==> config.mk <==
export PLATFORM = sky130hd
export DESIGN_NAME = vga_fb_fetch
export DESIGN_NICKNAME = d
export VERILOG_FILES = /design/src/rtl/vga_fb_fetch_pkg.sv /design/src/rtl/vga_fb_fetch_credit.sv /design/src/rtl/vga_fb_fetch.sv
export SDC_FILE = /design/constraint.sdc
export NUM_CORES = 1
export LEC_CHECK = 0
export ABC_AREA = 1
export ABC_CLOCK_PERIOD_IN_PS = 4300
export BUFFER_PORTS_ARGS = -buffer_cell sky130_fd_sc_hd__buf_2
export CAP_MARGIN = 20
export CORE_UTILIZATION = 56
export CTS_CLUSTER_SIZE = 16
export DETAILED_ROUTE_END_ITERATION = 10
export GPL_TIMING_DRIVEN = 0
export PLACE_DENSITY_LB_ADDON = 0.2
export REMOVE_ABC_BUFFERS = 1
export SYNTH_ARGS = -nofsm -noshare
export SYNTH_HDL_FRONTEND = slang
export SYNTH_SLANG_ARGS = --single-unit
export TNS_END_PERCENT = 50
==> constraint.sdc <==
create_clock -name clk_i -period 4.3 [get_ports clk_i]
set_clock_uncertainty 0.05 [all_clocks]
set_input_delay 0.215 -clock clk_i [delete_from_list [all_inputs] [get_ports clk_i]]
set_output_delay 0.215 -clock clk_i [all_outputs]
set_load 0.05 [all_outputs]
==> src/rtl/vga_fb_fetch_pkg.sv <==
// Shared types and constants for the VGA framebuffer fetch scheduler.
package vga_pkg;

    typedef enum logic [2:0] {
        ST_IDLE  = 3'd0,
        ST_ARM   = 3'd1,
        ST_CHECK = 3'd2,
        ST_REQ   = 3'd3,
        ST_DATA  = 3'd4
    } vga_fetch_state_e;

    localparam int VGA_FETCH_WORD_BYTES = 4;

endpackage

==> src/rtl/vga_fb_fetch_credit.sv <==
// Burst sizing and FIFO room check for the framebuffer fetch scheduler.
module vga_fetch_credit
    import vga_pkg::*;
#(
    parameter int RW         = 30,
    parameter int FIFO_DEPTH = 64
) (
    input  logic [8:0]                    i_blen,
    input  logic [RW-1:0]                 i_remain,
    input  logic [$clog2(FIFO_DEPTH):0]   i_fifo_level,
    output logic [8:0]                    o_beats,
    output logic                          o_room
);

    // Wide enough for the level plus a full 256-beat burst.
    localparam int CW = ($clog2(FIFO_DEPTH) + 2 > 10) ? ($clog2(FIFO_DEPTH) + 2) : 10;

    logic [8:0] w_beats;

    assign w_beats = (i_remain < RW'(i_blen)) ? i_remain[8:0] : i_blen;
    assign o_beats = w_beats;
    assign o_room  = ((CW'(i_fifo_level) + CW'(w_beats)) <= CW'(FIFO_DEPTH));

endmodule

==> src/rtl/vga_fb_fetch.sv <==
// Per-frame framebuffer burst-read scheduler with FIFO-level throttling.
// Optional underrun monitor enabled by defining VGA_FETCH_UNDERRUN_EN.
module vga_fb_fetch
    import vga_pkg::*;
#(
    parameter int ADDR_WIDTH = 32,
    parameter int FIFO_DEPTH = 64
) (
    input  logic                          clk_i,
    input  logic                          rst_i,
    input  logic                          en_i,
    input  logic [7:0]                    brulen_i,
    input  logic [ADDR_WIDTH-1:0]         fbstart_i,
    input  logic [ADDR_WIDTH-1:0]         fbsize_i,
    input  logic                          frame_start_i,
    input  logic [$clog2(FIFO_DEPTH):0]   fifo_level_i,
    output logic                          req_valid_o,
    input  logic                          req_ready_i,
    output logic [ADDR_WIDTH-1:0]         req_addr_o,
    output logic [7:0]                    req_len_o,
    input  logic                          rsp_valid_i,
    output logic                          busy_o,
`ifdef VGA_FETCH_UNDERRUN_EN
    input  logic                          fifo_empty_i,
    input  logic                          de_i,
    output logic                          underrun_o,
    output logic [15:0]                   underrun_cnt_o,
`endif
    output logic                          frame_done_o
);

    localparam int RW = ADDR_WIDTH - 2;

    vga_fetch_state_e      r_state;
    logic [ADDR_WIDTH-1:0] r_cur_addr;
    logic [RW-1:0]         r_remain;
    logic [8:0]            r_blen;
    logic [8:0]            r_beat_cnt;
    logic                  r_restart_pend;
    logic                  r_stop_pend;
    logic                  r_req_valid;
    logic [ADDR_WIDTH-1:0] r_req_addr;
    logic [7:0]            r_req_len;
    logic                  r_busy;
    logic                  r_frame_done;

    logic [ADDR_WIDTH-1:0] w_start_addr;
    logic [RW-1:0]         w_remain_init;
    logic [8:0]            w_blen_init;
    logic [8:0]            w_beats;
    logic                  w_room;
    logic                  w_unused;

    assign w_start_addr  = {fbstart_i[ADDR_WIDTH-1:2], 2'b00};
    assign w_remain_init = fbsize_i[ADDR_WIDTH-1:2];
    assign w_blen_init   = {1'b0, brulen_i} + 9'd1;
    assign w_unused      = ^{fbstart_i[1:0], fbsize_i[1:0]};

    vga_fetch_credit #(
        .RW         (RW),
        .FIFO_DEPTH (FIFO_DEPTH)
    ) u_credit (
        .i_blen       (r_blen),
        .i_remain     (r_remain),
        .i_fifo_level (fifo_level_i),
        .o_beats      (w_beats),
        .o_room       (w_room)
    );

    // Fetch FSM: frame latch, throttled request issue, beat counting, restart/stop handling.
    always_ff @(posedge clk_i) begin
        if (rst_i) begin
            r_state        <= ST_IDLE;
            r_cur_addr     <= '0;
            r_remain       <= '0;
            r_blen         <= 9'd0;
            r_beat_cnt     <= 9'd0;
            r_restart_pend <= 1'b0;
            r_stop_pend    <= 1'b0;
            r_req_valid    <= 1'b0;
            r_req_addr     <= '0;
            r_req_len      <= 8'd0;
            r_busy         <= 1'b0;
            r_frame_done   <= 1'b0;
        end else begin
            r_frame_done <= 1'b0;
            case (r_state)
                ST_IDLE: begin
                    if (en_i) begin
                        r_state <= ST_ARM;
                    end
                end
                ST_ARM: begin
                    if (!en_i) begin
                        r_state <= ST_IDLE;
                    end else if (frame_start_i) begin
                        r_cur_addr <= w_start_addr;
                        r_remain   <= w_remain_init;
                        r_blen     <= w_blen_init;
                        r_busy     <= 1'b1;
                        r_state    <= ST_CHECK;
                    end
                end
                ST_CHECK: begin
                    if (!en_i) begin
                        r_restart_pend <= 1'b0;
                        r_busy         <= 1'b0;
                        r_state        <= ST_IDLE;
                    end else if (frame_start_i) begin
                        r_cur_addr     <= w_start_addr;
                        r_remain       <= w_remain_init;
                        r_blen         <= w_blen_init;
                        r_restart_pend <= 1'b0;
                    end else if (r_remain == '0) begin
                        r_frame_done <= 1'b1;
                        r_busy       <= 1'b0;
                        r_state      <= ST_ARM;
                    end else if (w_room) begin
                        r_req_valid <= 1'b1;
                        r_req_addr  <= r_cur_addr;
                        r_req_len   <= w_beats[7:0] - 8'd1;
                        r_state     <= ST_REQ;
                    end
                end
                ST_REQ: begin
                    if (frame_start_i) begin
                        r_restart_pend <= 1'b1;
                    end
                    if (!en_i) begin
                        r_stop_pend <= 1'b1;
                    end
                    if (req_ready_i) begin
                        r_req_valid <= 1'b0;
                        r_beat_cnt  <= 9'd0;
                        r_state     <= ST_DATA;
                    end
                end
                ST_DATA: begin
                    if (frame_start_i) begin
                        r_restart_pend <= 1'b1;
                    end
                    if (!en_i) begin
                        r_stop_pend <= 1'b1;
                    end
                    if (rsp_valid_i) begin
                        if ((r_beat_cnt + 9'd1) == w_beats) begin
                            if (r_stop_pend || !en_i) begin
                                r_stop_pend    <= 1'b0;
                                r_restart_pend <= 1'b0;
                                r_busy         <= 1'b0;
                                r_state        <= ST_IDLE;
                            end else if (r_restart_pend || frame_start_i) begin
                                r_cur_addr     <= w_start_addr;
                                r_remain       <= w_remain_init;
                                r_blen         <= w_blen_init;
                                r_restart_pend <= 1'b0;
                                r_state        <= ST_CHECK;
                            end else begin
                                r_cur_addr <= r_cur_addr + ADDR_WIDTH'(w_beats) * ADDR_WIDTH'(VGA_FETCH_WORD_BYTES);
                                r_remain   <= r_remain - RW'(w_beats);
                                r_state    <= ST_CHECK;
                            end
                        end else begin
                            r_beat_cnt <= r_beat_cnt + 9'd1;
                        end
                    end
                end
                default: begin
                    r_req_valid <= 1'b0;
                    r_busy      <= 1'b0;
                    r_state     <= ST_IDLE;
                end
            endcase
        end
    end

    assign req_valid_o  = r_req_valid;
    assign req_addr_o   = r_req_addr;
    assign req_len_o    = r_req_len;
    assign busy_o       = r_busy;
    assign frame_done_o = r_frame_done;

`ifdef VGA_FETCH_UNDERRUN_EN
    logic        r_underrun;
    logic [15:0] r_underrun_cnt;

    // Sticky underrun flag and saturating counter, cleared on each armed frame start.
    always_ff @(posedge clk_i) begin
        if (rst_i) begin
            r_underrun     <= 1'b0;
            r_underrun_cnt <= 16'd0;
        end else if ((r_state == ST_ARM) && frame_start_i) begin
            r_underrun     <= 1'b0;
            r_underrun_cnt <= 16'd0;
        end else if (de_i && fifo_empty_i) begin
            r_underrun <= 1'b1;
            if (r_underrun_cnt != 16'hFFFF) begin
                r_underrun_cnt <= r_underrun_cnt + 16'd1;
            end
        end
    end

    assign underrun_o     = r_underrun;
    assign underrun_cnt_o = r_underrun_cnt;
`endif

endmodule

==> flow_summary_export.csv <==
group,metric,value,unit
synth,seq_area_frac_synth,0.2810,
critical_path,crit_buf_inv,5,
route,wl,26310,um
clocking,clock_latency,430,ps
synth,yosysMostFrequentCell,"nand2_1",
synth,synth_cell_types,49,
critical_path,startpoint,"r_remain[17]",
route,avgViaCountPerCell,5.557,
timing,hold_viol,0,
power_and_ir_drop,power,9.130,mW
finish,final_layout_size_suffix_gt1_frac,0.1688,
critical_path,start_kind,"flop",
critical_path,r2r-end,"req_len_o[2]",
synth,yosysTopAreaCell,"dfxtp_1",
critical_path,worst_path_largest_cell_delay,350,ps
critical_path,worstPathArrival,4340,ps
synth,synth_warnings,0,
critical_path,reg2reg_depth,25,
route,postRouteAntennaNets,0,
critical_path,critical-path-slowest-cell,"dfxtp_1",
clocking,postCtsHoldBufs,0,
die,die_height,127.6,um
run,drv_cap,0,
synth,yosys-top-cells-count,"348 x nand2_1, 160 x nor2_1, 143 x inv_1",
power_and_ir_drop,peakVddDrop,552.4,uV
global_routing,grt_pass1_wl,40980,um
status,outcome,"finished, final reports clean",
route,wl_per_cell,15.13,um
place,hpwl,17110,um
place,io_buffer_count,121,
synth,synth.top_cell.area_share,0.2810,
clocking,cts_tree,"built",
critical_path,required,4570,ps
route,drc_errors,0,
timing,slew_headroom,0.2383,
critical_path,cp_max_fo,7,
route,drtIter0Drc,1061,
timing,setup_tns,0,ps
critical_path,r2r_slack,220,ps
critical_path,critPathCaptureType,"flop",
die,start_util,0.5768,
finish,finish.net_count,1642,
timing,report.final.slew_viol_count,0,
finish,area_delta_synth_final,19.80,%
die,dieArea,16280,sq um
timing,worstMarginPinSlew,1143,ps
critical_path,critPathKind,"reg2reg",
synth,synth_area,8833,sq um
place,place_area,9542,sq um
power_and_ir_drop,leakage,5.253,nW
route,vias,9664,
finish,final_area,10580,sq um
finish,diodes,0,
clocking,cts_made_buffers,17,
timing,worst_slack,221.9,ps
critical_path,critical_path.endpoint,"req_len_o[2]",
synth,synth-main-ff-cell,"dfxtp_1",
place,gp_congestion,0.9177,
clocking,cts-htree-levels,4,
finish,final_util,0.6910,
die,rows,45,
clocking,clkTransAtPathRegs,60,ps
timing,setup_viol,0,
synth,yosys-top-cells-area,"dfxtp_1 28%, nand2_1 15%, nand3_1 7.5%, a21oi_1 6.8%, nor2_1 6.8%",
clocking,clockRootBuffer,"clkbuf_16",
worst_hold_path,min_path_type,"in2reg",
critical_path,rr_startpoint,"r_remain[17]",
clocking,clock_sinks,124,
global_routing,grt_pass1_vias,8435,
global_routing,antenna_found_initial,0,
place,pre_cts_ws,-547.1,ps
synth,synthArstFlopShare,0,
synth,ys_ff_latch,124,
die,num_io_pins,128,
global_routing,grt_max_degree,93,
power_and_ir_drop,pwr_density_cell,862.7,nW/um^2
timing,rsz0062_at_grt,"true",
global_routing,grt_usage,0.3136,
timing,fin_crit_sh,0.9484,
global_routing,grt_overflow,0,
timing,fin_crit,4078,ps
synth,netlist_instances,1395,
critical_path,critPathTopFamily,"simple AND/OR/NAND/NOR gates",
synth,syn_avg_cell_area,6.332,sq um
clocking,clockBufferDepth,2,
route,dr.pass1.iters,7,
die,core-area,15310,sq um
timing,fmax,245.2,MHz
critical_path,cp.depth,25,
die,die_w,127.6,um
synth,synth_edf_count,0,
## registers in the layout, summed over array words and instances, names as in the netlist
register,cells
r_cur_addr,30
r_remain,30
req_addr_o,30
r_beat_cnt,9
r_blen,9
req_len_o,8
r_state,3
busy_o,1
frame_done_o,1
r_restart_pend,1
r_stop_pend,1
req_valid_o,1
## where the power goes
part / total, mW / internal, mW / switching, mW
Combinational: 5.99 / 2.24 / 3.75
Clock: 1.43 / 0.866 / 0.568
Sequential: 1.71 / 1.42 / 0.290
## per-stage QoR
step	hold slack [ps]	cells
final	56.53	1739
after global routing	84.65	1739
after CTS	54.09	1711
after detailed placement	406.3	1672
after global placement	403.0	1666
after floorplan	234.1	1334
## placed cells by master, fill, tap and decap left out, types with 3 or more instances in the layout
cell type,instances
nand2_1,341
nor2_1,155
inv_1,140
nand3_1,130
dfxtp_1,121
buf_2,121
a21oi_1,116
o21ai_0,93
xor2_1,39
ha_1,37
buf_4,28
nor3_1,24
nand4_1,18
clkbuf_16,18
nand2_2,14
xnor2_1,13
nor4_1,9
nand2_4,7
clkinvlp_4,7
nor2_2,6
inv_2,6
buf_12,6
a21o_1,5
nor3_4,4
a21oi_2,4
a31oi_1,4
nand3_2,3
a21boi_0,3
o21ai_1,3
nor2_4,3
clkinv_2,3
dfxtp_2,3
## kinds of logic (layout without fill, tap and decap cells)
family,after synthesis,count (layout),synth area share
other cells,1,2,0.0004245
fa+ha+maj,42,42,0.06204
xor+xnor,52,52,0.05156
buf+inv,210,339,0.1011
mux,1,1,0.001133
flops,124,124,0.2810
simple gates,724,727,0.3592
compound gates,241,241,0.1435
## how the worst min path moves through the flow
stage	startpoint	end	cells past startpoint
6_report	fbsize_i[23]	r_remain[21]	5
5_1_grt	frame_start_i	frame_done_o	2
4_1_cts	fbsize_i[23]	r_remain[21]	5
3_5_place_dp	r_cur_addr[30]	r_cur_addr[30]	2
3_3_place_gp	r_cur_addr[30]	r_cur_addr[30]	2
2_1_floorplan	rst_i	r_beat_cnt[0]	1
## repair_timing
action | in CTS | in global routing
resized for setup | 10 | 26
setup buffers | 7 | 24
cloned | 0 | 4
setup endpoints to repair | 65 | 67
pin swaps | 3 | 11
## layer usage
layer / wire length (um) / up-vias / global-route usage
li1: - / 4776 / -
met1: 11470 / 4382 / 0.4173
met2: 12260 / 448 / 0.5243
met3: 2032 / 58 / 0.05611
met4: 538 / 0 / 0.08097
met5: 0 / - / 0
## worst reg2reg max path: stages, from the launching register on
cell        delay [ps]
dfxtp_1            350
nor2_1             240
nand2_1            110
nor2_1             180
nand3_2            170
nor2_8             230
buf_4              180
nand3b_4            90
nand2_4            130
inv_1              130
ha_4               270
a21oi_2            150
nand2_1            100
a21boi_2           180
xor2_1             160
nand2_1             60
nand2_1             60
nand2_1             50
nor2_1             110
nand2_2            140
nor3_4             260
buf_12             150
clkinvlp_4          90
buf_4              160
nor2_1             100
nor2_1              60
## final cells by class
class / instances / area, sq um
inverters: 148 / 561.8
well taps: 211 / 264.0
clock buffers: 18 / 439.2
clock inverters: 14 / 146.4
fillers: 1323 / 4732
flip-flops and latches: 124 / 2486
repair buffers: 159 / 1031
multi-input cells: 1065 / 5654
No activity file was read; power rests on OpenSTA's default activity.
